[src/rtl/memory_arbiter.sv]
// memory_arbiter: two-port (fetch/data) arbiter in front of a single-port,
// one-cycle-latency synchronous memory. Data has priority over fetch, but a
// streak counter forces a fetch grant after two data grants made while a
// fetch was waiting. Every output is a register.
module memory_arbiter #(
  parameter int ADDR_WIDTH = 16,
  parameter int DATA_WIDTH = 16
) (
  input  logic                  clock,
  input  logic                  reset,
  input  logic                  fetchReq,
  input  logic [ADDR_WIDTH-1:0] fetchAddr,
  output logic                  fetchGrant,
  output logic                  fetchValid,
  output logic [DATA_WIDTH-1:0] fetchData,
  input  logic                  dataReq,
  input  logic                  dataWrite,
  input  logic [ADDR_WIDTH-1:0] dataAddr,
  input  logic [DATA_WIDTH-1:0] dataWriteData,
  output logic                  dataGrant,
  output logic                  dataValid,
  output logic [DATA_WIDTH-1:0] dataReadData,
  output logic                  memEnable,
  output logic                  memWriteEnable,
  output logic [ADDR_WIDTH-1:0] memAddress,
  output logic [DATA_WIDTH-1:0] memWriteData,
  input  logic [DATA_WIDTH-1:0] memReadData
);

  typedef enum logic [1:0] {IDLE, ACCESS, RESP} state_t;

  state_t                state, state_d;
  logic [1:0]            streak, streak_d;
  logic                  serve_fetch, serve_fetch_d;
  logic                  serve_write, serve_write_d;
  logic                  arb_go, pick_fetch;
  logic                  fetch_grant_d, data_grant_d;
  logic                  fetch_valid_d, data_valid_d;
  logic                  mem_en_d, mem_we_d;
  logic [ADDR_WIDTH-1:0] mem_addr_d;
  logic [DATA_WIDTH-1:0] mem_wdata_d;
  logic [DATA_WIDTH-1:0] fetch_data_d, data_rd_d;

  // Next-state logic: arbitrate in IDLE or RESP, ACCESS always lasts one cycle.
  always_comb begin
    arb_go     = ((state == IDLE) || (state == RESP)) && (fetchReq || dataReq);
    pick_fetch = fetchReq && (!dataReq || (streak == 2'd2));
    state_d    = IDLE;
    unique case (state)
      IDLE, RESP: state_d = arb_go ? ACCESS : IDLE;
      ACCESS:     state_d = RESP;
      default:    state_d = IDLE;
    endcase
  end

  // Output logic: next values of every registered output and bookkeeping reg.
  always_comb begin
    fetch_grant_d = arb_go && pick_fetch;
    data_grant_d  = arb_go && !pick_fetch;
    mem_en_d      = arb_go;
    mem_we_d      = arb_go && !pick_fetch && dataWrite;
    mem_addr_d    = memAddress;
    mem_wdata_d   = memWriteData;
    serve_fetch_d = serve_fetch;
    serve_write_d = serve_write;
    streak_d      = streak;
    if (arb_go) begin
      serve_fetch_d = pick_fetch;
      serve_write_d = !pick_fetch && dataWrite;
      if (pick_fetch) begin
        mem_addr_d = fetchAddr;
        streak_d   = '0;
      end else begin
        mem_addr_d  = dataAddr;
        mem_wdata_d = dataWriteData;
        if (fetchReq && (streak != 2'd2))
          streak_d = streak + 2'd1;
      end
    end
    // Memory read data is valid during RESP; capture it on the RESP-exit edge.
    fetch_valid_d = (state == RESP) && serve_fetch;
    data_valid_d  = (state == RESP) && !serve_fetch;
    fetch_data_d  = fetch_valid_d ? memReadData : fetchData;
    data_rd_d     = (data_valid_d && !serve_write) ? memReadData : dataReadData;
  end

  // State and output registers, all cleared by the asynchronous reset.
  always_ff @(posedge clock or posedge reset) begin
    if (reset) begin
      state          <= IDLE;
      streak         <= '0;
      serve_fetch    <= 1'b0;
      serve_write    <= 1'b0;
      fetchGrant     <= 1'b0;
      dataGrant      <= 1'b0;
      fetchValid     <= 1'b0;
      dataValid      <= 1'b0;
      memEnable      <= 1'b0;
      memWriteEnable <= 1'b0;
      memAddress     <= '0;
      memWriteData   <= '0;
      fetchData      <= '0;
      dataReadData   <= '0;
    end else begin
      state          <= state_d;
      streak         <= streak_d;
      serve_fetch    <= serve_fetch_d;
      serve_write    <= serve_write_d;
      fetchGrant     <= fetch_grant_d;
      dataGrant      <= data_grant_d;
      fetchValid     <= fetch_valid_d;
      dataValid      <= data_valid_d;
      memEnable      <= mem_en_d;
      memWriteEnable <= mem_we_d;
      memAddress     <= mem_addr_d;
      memWriteData   <= mem_wdata_d;
      fetchData      <= fetch_data_d;
      dataReadData   <= data_rd_d;
    end
  end

endmodule

[config.mk]
export PLATFORM = sky130hd
export DESIGN_NAME = memory_arbiter
export DESIGN_NICKNAME = d
export VERILOG_FILES = /design/src/rtl/memory_arbiter.sv
export SDC_FILE = /design/constraint.sdc
export NUM_CORES = 1
export LEC_CHECK = 0
export BUFFER_PORTS_ARGS = -buffer_cell sky130_fd_sc_hd__buf_4
export CAP_MARGIN = 20
export CORE_ASPECT_RATIO = 1.25
export CORE_MARGIN = 5
export CORE_UTILIZATION = 51
export CTS_BUF_LIST = sky130_fd_sc_hd__clkbuf_4 sky130_fd_sc_hd__clkbuf_8
export CTS_CLUSTER_DIAMETER = 60
export CTS_CLUSTER_SIZE = 20
export DETAILED_ROUTE_END_ITERATION = 7
export PLACE_DENSITY_LB_ADDON = 0.1
export SLEW_MARGIN = 5
export SYNTH_ARGS = -nofsm -noshare
export SYNTH_HDL_FRONTEND = slang
export SYNTH_SLANG_ARGS = --single-unit
[constraint.sdc]
create_clock -name clock -period 4.1 [get_ports clock]
set_input_delay 0.205 -clock clock [delete_from_list [all_inputs] [get_ports clock]]
set_output_delay 0.205 -clock clock [all_outputs]
set_load 0.01 [all_outputs]
# Word level (Yosys, flattened, before mapping)
# Cells that the tools add are included.
# classes
addsub,1
eq_ne,4
muxes,5
bitwise,1
n_reduce_logical,22
# op_table
operator,n
two-way mux 16 bit,1
logical AND 1 bit,10
"equality test 2 bit, second input constant",2
zero test 1 bit,4
two-way mux 2 bit,2
case mux 2 bit (2 select lines),1
AND reduction 2 bit,2
logical OR 1 bit,3
"adder 2 x 1 -> 2 bit, second input constant",1
"equality test 2 x 1 -> 1 bit, second input constant",1
zero test 2 bit,1
"inequality test 2 bit, second input constant",1
nonzero test 2 bit,1
OR reduction 2 bit,1
two-way mux 1 bit,1
inverter 1 bit,1
# word_totals
regBits,76
in_bits,69
out_inout_bits,70

# Logic depth before layout (Yosys ltp)
# Gate-level depths: netlist (run 1).
# logic_depth
ltp_word,6
ltp_mapped,6

# Least setup slack after synthesis (run 1)
# Ideal clock, no wire load.
# synth_path
path_type,register -> register
startpoint,register streak[0]
endpoint,register memWriteData[0]
arrival_time_ns,1.546
setup_slack_ns,2.429
stages_incl_launch_ff,6
n_path_buf,1
path_cell_list,dfrtp_1 > inv_1 > ha_1 > a211oi_4 > buf_6 > mux2_2
# synth_between
elab_chain_len,5
# synth_rtl
item,line_no,rtl
from (decl),33,"logic [1:0] streak, streak_d;"
from (signal assigned),106,streak <= streak_d;
equality test 2 bit,47,pick_fetch = fetchReq && (!dataReq || (streak == 2'd2));
logical OR 1 bit,47,
logical AND 1 bit,47,
inverter 1 bit (no line),-,
AND reduction 2 bit (no line),-,
to (signal assigned),116,memWriteData <= mem_wdata_d;
to (decl),26,"output logic [DATA_WIDTH-1:0] memWriteData,"
# Every way passes these cells.
# A chain may end at the register's enable or synchronous reset.

# Final worst setup path (run 1)
# layout_path
startpoint,register streak[0]
endpoint,register memWriteData[3]
# The elaborated chain is that of the path after synthesis.

==> results.cfg, run 1 <==
[placed_design]
hpwl_microns = 5010
finalWeightedCongestion = 0.802
port-buffer-count = 138
pre_cts_ws_ns = 2.01
placed_area_sq_um = 4010
dp.cells = 386

[sta]
whs_ns = 0.0504
max_freq_ghz = 0.478
setup_violations = 0
relSlewSlack_pct = 41.7
tightest_slew_ns = 0.873
drv_slew = 0
fin_crit_ns = 2.09
finalCritPeriodShare_pct = 51.0
rsz0062_at_grt = no
final-hold-violation-count = 0
worst_slack_ns = 2.01
tns_ns = 0
fin_skew_ns = 0.00791

[cells_and_area]
stdcell_area_sq_um = 4200
final_nets = 401
syn_to_final_growth_pct = 43.2
drive_above_1_share_pct = 62.1
fin_util_pct = 73.7
antenna-diode-count = 0
fin_cells = 401

[synthesis]
synth_cells = 188
ys_ff_latch = 76
syn_nets = 258
syn_area_sq_um = 2940
synth_cell_types = 24
synth_seq_area_share_pct = 64.8
avgSynthCellArea_sq_um = 15.6
yosys_warnings = 0

[worst_setup_path]
path_max_fanout = 25
r2r_setup_slack_ns = 2.01
r2r-start = streak[0]
path_cells = inv_1 > ha_1 > a211oi_4 > buf_4 > mux2_2
critical_path_class = reg2reg
cp_slowest_cell = a211oi_4
critPathCaptureType = flip-flop
r2r-end = memWriteData[3]
cp-start-kind = flip-flop
critPathArrivalTime_ns = 2.31
critPathMaxStageDelay_ns = 0.56
worstPathRequired_ns = 4.32
reg2reg_depth = 5

[grt]
grt_overflow = 0
grt_pass1_wl_microns = 10700
antenna_found_initial = 0
grt_max_degree = 43
grt_pass1_vias = 2203
grt_use_total_pct = 18.4

[detailed_routing]
final_antenna_net_count = 0
viasPerCell = 5.13
drc = 0
first_pass_iters = 6
post_drt_wl_per_cell_microns = 16.6
drtIter0Drc = 66
vias = 2057
finalWirelength_microns = 6650

[run_status]
outcome = completed

[worst_hold_path]
min_path_type = in2async

[clock_network]
clock_path_buffers = 2
clkTransAtPathRegs_ns = 0.08
cts_setup_buffers = 0
cts_tree = done
clk_latency_ns = 0.34
clock-sinks = 76
cts_made_buffers = 9
cts_root_buf = clkbuf_8
htree_levels = 3
cts_resized = 0
postCtsHoldBufs = 0

[die]
core_sq_um = 5700
die_w_microns = 77.9
die-height_microns = 94.8
die-area_sq_um = 7390
start_util_pct = 51.5
ios = 139
core.rowCount = 31

[power_and_ir_drop]
p_leak_nw = 2.07
powerDensity_nw_per_um2 = 618
ir_drop_mv = 0.314
power_mw = 2.60

[run]
maxCapViolCount = 0
-- worst max-delay path, delay by kind of cell (launching register included) --
| family | cells | cell delay, ns |
|---|---|---|
| compound gates | 1 | 0.56 |
| fa+ha+maj | 1 | 0.24 |
| buf+inv | 2 | 0.46 |
| mux | 1 | 0.38 |
| flops | 1 | 0.35 |
-- where the power goes --
group	leakage (nW)	internal (mW)	switching, mW	total (mW)
clock network	0.0948	0.300	0.252	0.552
registers	0.915	1.00	0.133	1.14
logic	1.06	0.547	0.363	0.910
-- cell families (layout without fill, tap and decap cells) --
group | Yosys count | count (layout) | share of synthesized area [%]
flip-flops | 76 | 76 | 64.8
buffers and inverters | 17 | 164 | 3.49
AND/OR/NAND/NOR | 23 | 23 | 5.03
adder cells (fa/ha/maj) | 1 | 1 | 0.426
multiplexers | 48 | 48 | 18.4
AO/OA/AOI/OAI | 23 | 23 | 7.88
-- metal layers --
layer | routed length (microns) | GRT usage, %
met1 | 2520 | 21.4
met2 | 3400 | 31.3
met4 | 95 | 6.02
met5 | 0 | 0
met3 | 624 | 6.97
-- how the worst max path moves through the flow --
stage          depth (start not counted)  slack [ns]         endpoint  startpoint
2_1_floorplan                          1        1.96        dataGrant       reset
3_3_place_gp                           5        2.07  memWriteData[2]   streak[0]
3_5_place_dp                           5        2.01  memWriteData[5]   streak[0]
4_1_cts                                5        1.99  memWriteData[3]   streak[0]
5_1_grt                                5        1.88  memWriteData[4]   streak[0]
6_report                               5        2.01  memWriteData[3]   streak[0]
-- Yosys cell counts --
| library cell | number | share of area (%) |
|---|---|---|
| and2b_1 | 1 | 0.26 |
| o21bai_1 | 1 | 0.26 |
| nor3b_1 | 1 | 0.26 |
| buf_2 | 1 | 0.17 |
| a211oi_4 | 1 | 0.68 |
| a221o_1 | 16 | 5.5 |
| and2_0 | 11 | 2.3 |
| buf_8 | 1 | 0.51 |
| inv_1 | 8 | 1.0 |
| buf_4 | 3 | 0.77 |
| a22o_1 | 1 | 0.30 |
| ha_1 | 1 | 0.43 |
| mux2_2 | 48 | 18 |
| a21o_1 | 1 | 0.26 |
| a31o_2 | 1 | 0.30 |
| dfrtp_1 | 76 | 65 |
| and2_1 | 7 | 1.5 |
| a21oi_2 | 1 | 0.30 |
| buf_6 | 2 | 0.77 |
| nand2b_1 | 1 | 0.21 |
| clkbuf_1 | 2 | 0.26 |
| a32o_1 | 1 | 0.34 |
| nand3b_1 | 1 | 0.26 |
| nor2b_1 | 1 | 0.21 |
-- layout make-up --
| class | count | area, sq um |
|---|---|---|
| Clock buffer | 11 | 145 |
| Clock inverter | 4 | 50.0 |
| Fill cell | 418 | 1500 |
| Inverter | 8 | 30.0 |
| Multi-Input combinational cell | 95 | 932 |
| Sequential cell | 76 | 1900 |
| Tap cell | 66 | 82.6 |
| Timing Repair Buffer | 141 | 1060 |
-- sequential cells by signal, indices dropped and copies added (netlist names) --
| register | flops |
|---|---|
| dataGrant | 1 |
| dataReadData | 16 |
| dataValid | 1 |
| fetchData | 16 |
| fetchGrant | 1 |
| fetchValid | 1 |
| memAddress | 16 |
| memEnable | 1 |
| memWriteData | 16 |
| memWriteEnable | 1 |
| serve_fetch | 1 |
| serve_write | 1 |
| state | 2 |
| streak | 2 |
-- cell usage in the layout (no fill, tap or decap), drive strengths merged --
cell	count
a32o	1
a21o	1
and2b	1
a221o	16
nor2b	1
a31o	1
a22o	1
dfrtp	76
ha	1
nand2b	1
clkinv	1
buf	141
inv	8
o21bai	1
bufinv	1
nand3b	1
mux2	48
clkbuf	11
a21oi	1
and2	18
clkinvlp	2
nor3b	1
a211oi	1
(Power assumes the default switching activity.)
==> inputs of run 2 (changes only) <==
Settings changed: CORE_UTILIZATION 51 to 43.
Clock period 4.1 ns to 1.78 ns, I/O delays scaled along.
==> results.cfg, run 2 (same netlist as run 1, synthesis figures left out) <==
[sta]
final-hold-violation-count = 0
tns_ns = 0
max_freq_ghz = 0.603
rsz0062_at_grt = no
fin_skew_ns = 0.00984
tightest_slew_ns = 0.621
relSlewSlack_pct = 58.5
finalCritPeriodShare_pct = 93.1
worst_slack_ns = 0.122
fin_crit_ns = 1.66
setup_violations = 0
drv_slew = 0

[clock_network]
htree_levels = 3
clkTransAtPathRegs_ns = 0.07
cts_root_buf = clkbuf_8
clock_path_buffers = 2
clk_latency_ns = 0.33
clock-sinks = 76
cts_tree = done
cts_setup_buffers = 0
cts_made_buffers = 9

[grt]
grt_overflow = 0
grt_pass1_vias = 2659
grt_max_degree = 30
grt_use_total_pct = 18.8
grt_pass1_wl_microns = 12700
antenna_found_initial = 0

[worst_setup_path]
critPathCaptureType = flip-flop
cp-start-kind = flip-flop
path_max_fanout = 26
critical_path_class = reg2reg
critPathArrivalTime_ns = 1.86
worstPathRequired_ns = 1.98

[die]
die-height_microns = 102
die-area_sq_um = 8590
ios = 139
start_util_pct = 44.5
core.rowCount = 33
die_w_microns = 83.9
core_sq_um = 6610

[cells_and_area]
antenna-diode-count = 0
drive_above_1_share_pct = 53.3
final_common_cell = buf_4
most-common-layout-cells = 145 x buf_4, 76 x dfrtp_1, 61 x dlygate4sd3_1, 48 x mux2_2, 16 x a221o_1
final_nets = 469
syn_to_final_growth_pct = 70.0

[worst_hold_path]
min_path_type = in2reg

[power_and_ir_drop]
powerDensity_nw_per_um2 = 1310
ir_drop_mv = 0.652
p_leak_nw = 2.40

[detailed_routing]
final_antenna_net_count = 0
drtIter0Drc = 95
wirelength_met1_microns = 2930
post_drt_wl_per_cell_microns = 15.9
viasPerCell = 4.83
vias = 2369
route.met2.wl_microns = 4150
drc = 0
top_layer_used = met4
met3_length_microns = 571
first_pass_iters = 4
finalWirelength_microns = 7800

[run]
maxCapViolCount = 0

[run_status]
outcome = completed

[placed_design]
pre_cts_ws_ns = 0.154
hpwl_microns = 5110
port-buffer-count = 138
finalWeightedCongestion = 0.717
run 2: cell types whose count changed in the layout (fill, tap and decap cells not counted):
cell | before | now
buf_12 | 0 | 3
buf_4 | 140 | 145
buf_6 | 1 | 0
bufinv_16 | 1 | 4
clkbuf_8 | 10 | 9
clkinvlp_4 | 2 | 1
dlygate4sd3_1 | 0 | 61
inv_2 | 1 | 0
run 2: timing repair:
| item | in CTS | in global routing |
|---|---|---|
| resized for setup | 0 | 0 |
| hold buffers | 61 | 0 |
| hold endpoints to repair | 76 | 0 |
run 2: report_power, final:
group | internal (mW) | switching, mW
Sequential | 2.31 | 0.302
Combinational | 1.38 | 0.890
Clock | 1.08 | 0.576
Total | 4.77 | 1.77
run 2: metal layers:
metal	vias up	GRT usage, %
met5	-	0
met2	92	35.0
met3	15	5.00
li1	1096	-
met4	0	7.80
met1	1166	20.2
run 2: final cells by class:
type,count,area (sq um)
Clock inverter,5,125
Sequential cell,76,1900
Tap cell,87,109
Multi-Input combinational cell,95,932
Fill cell,452,1610
Inverter,8,33.8
Clock buffer,10,131
Timing Repair Buffer,209,1760
run 2: final timing paths:
| path | start | slack, ns | to | cells past startpoint |
|---|---|---|---|---|
| worst min register to register | state[1] | 0.46 | state[1] | 1 |
| worst min-delay path | memReadData[12] | 0.01 | dataReadData[12] | 2 |
| worst max-delay path | streak[0] | 0.12 | memWriteData[14] | 5 |
| worst max register to register | streak[0] | 0.12 | memWriteData[14] | 5 |
| max in group asynchronous | reset | 0.84 | state[0] | 4 |
| min in group asynchronous | reset | 0.40 | memAddress[4] | 3 |
run 2: critical path, cell delays in order (launching register included):
cell and delay [ns]:
dfrtp_1 0.33, inv_1 0.06, ha_1 0.25, a211oi_4 0.31, buf_12 0.22, mux2_2 0.36
run 2: through the flow:
step | hold slack, ns | power, mW | area, sq um | cells | utilization, %
finish | 0.0120 | 6.54 | 4990 | 490 | 75.6
global route | 0.000548 | 6.89 | 4990 | 490 | 75.6
CTS | 0.000510 | 6.61 | 4990 | 490 | 75.6
detailed placement | 0.209 | 4.83 | 4130 | 414 | 62.4
global placement | 0.203 | 4.77 | 4130 | 414 | 62.4
floorplan | 0.218 | 3.61 | 2940 | 188 | -
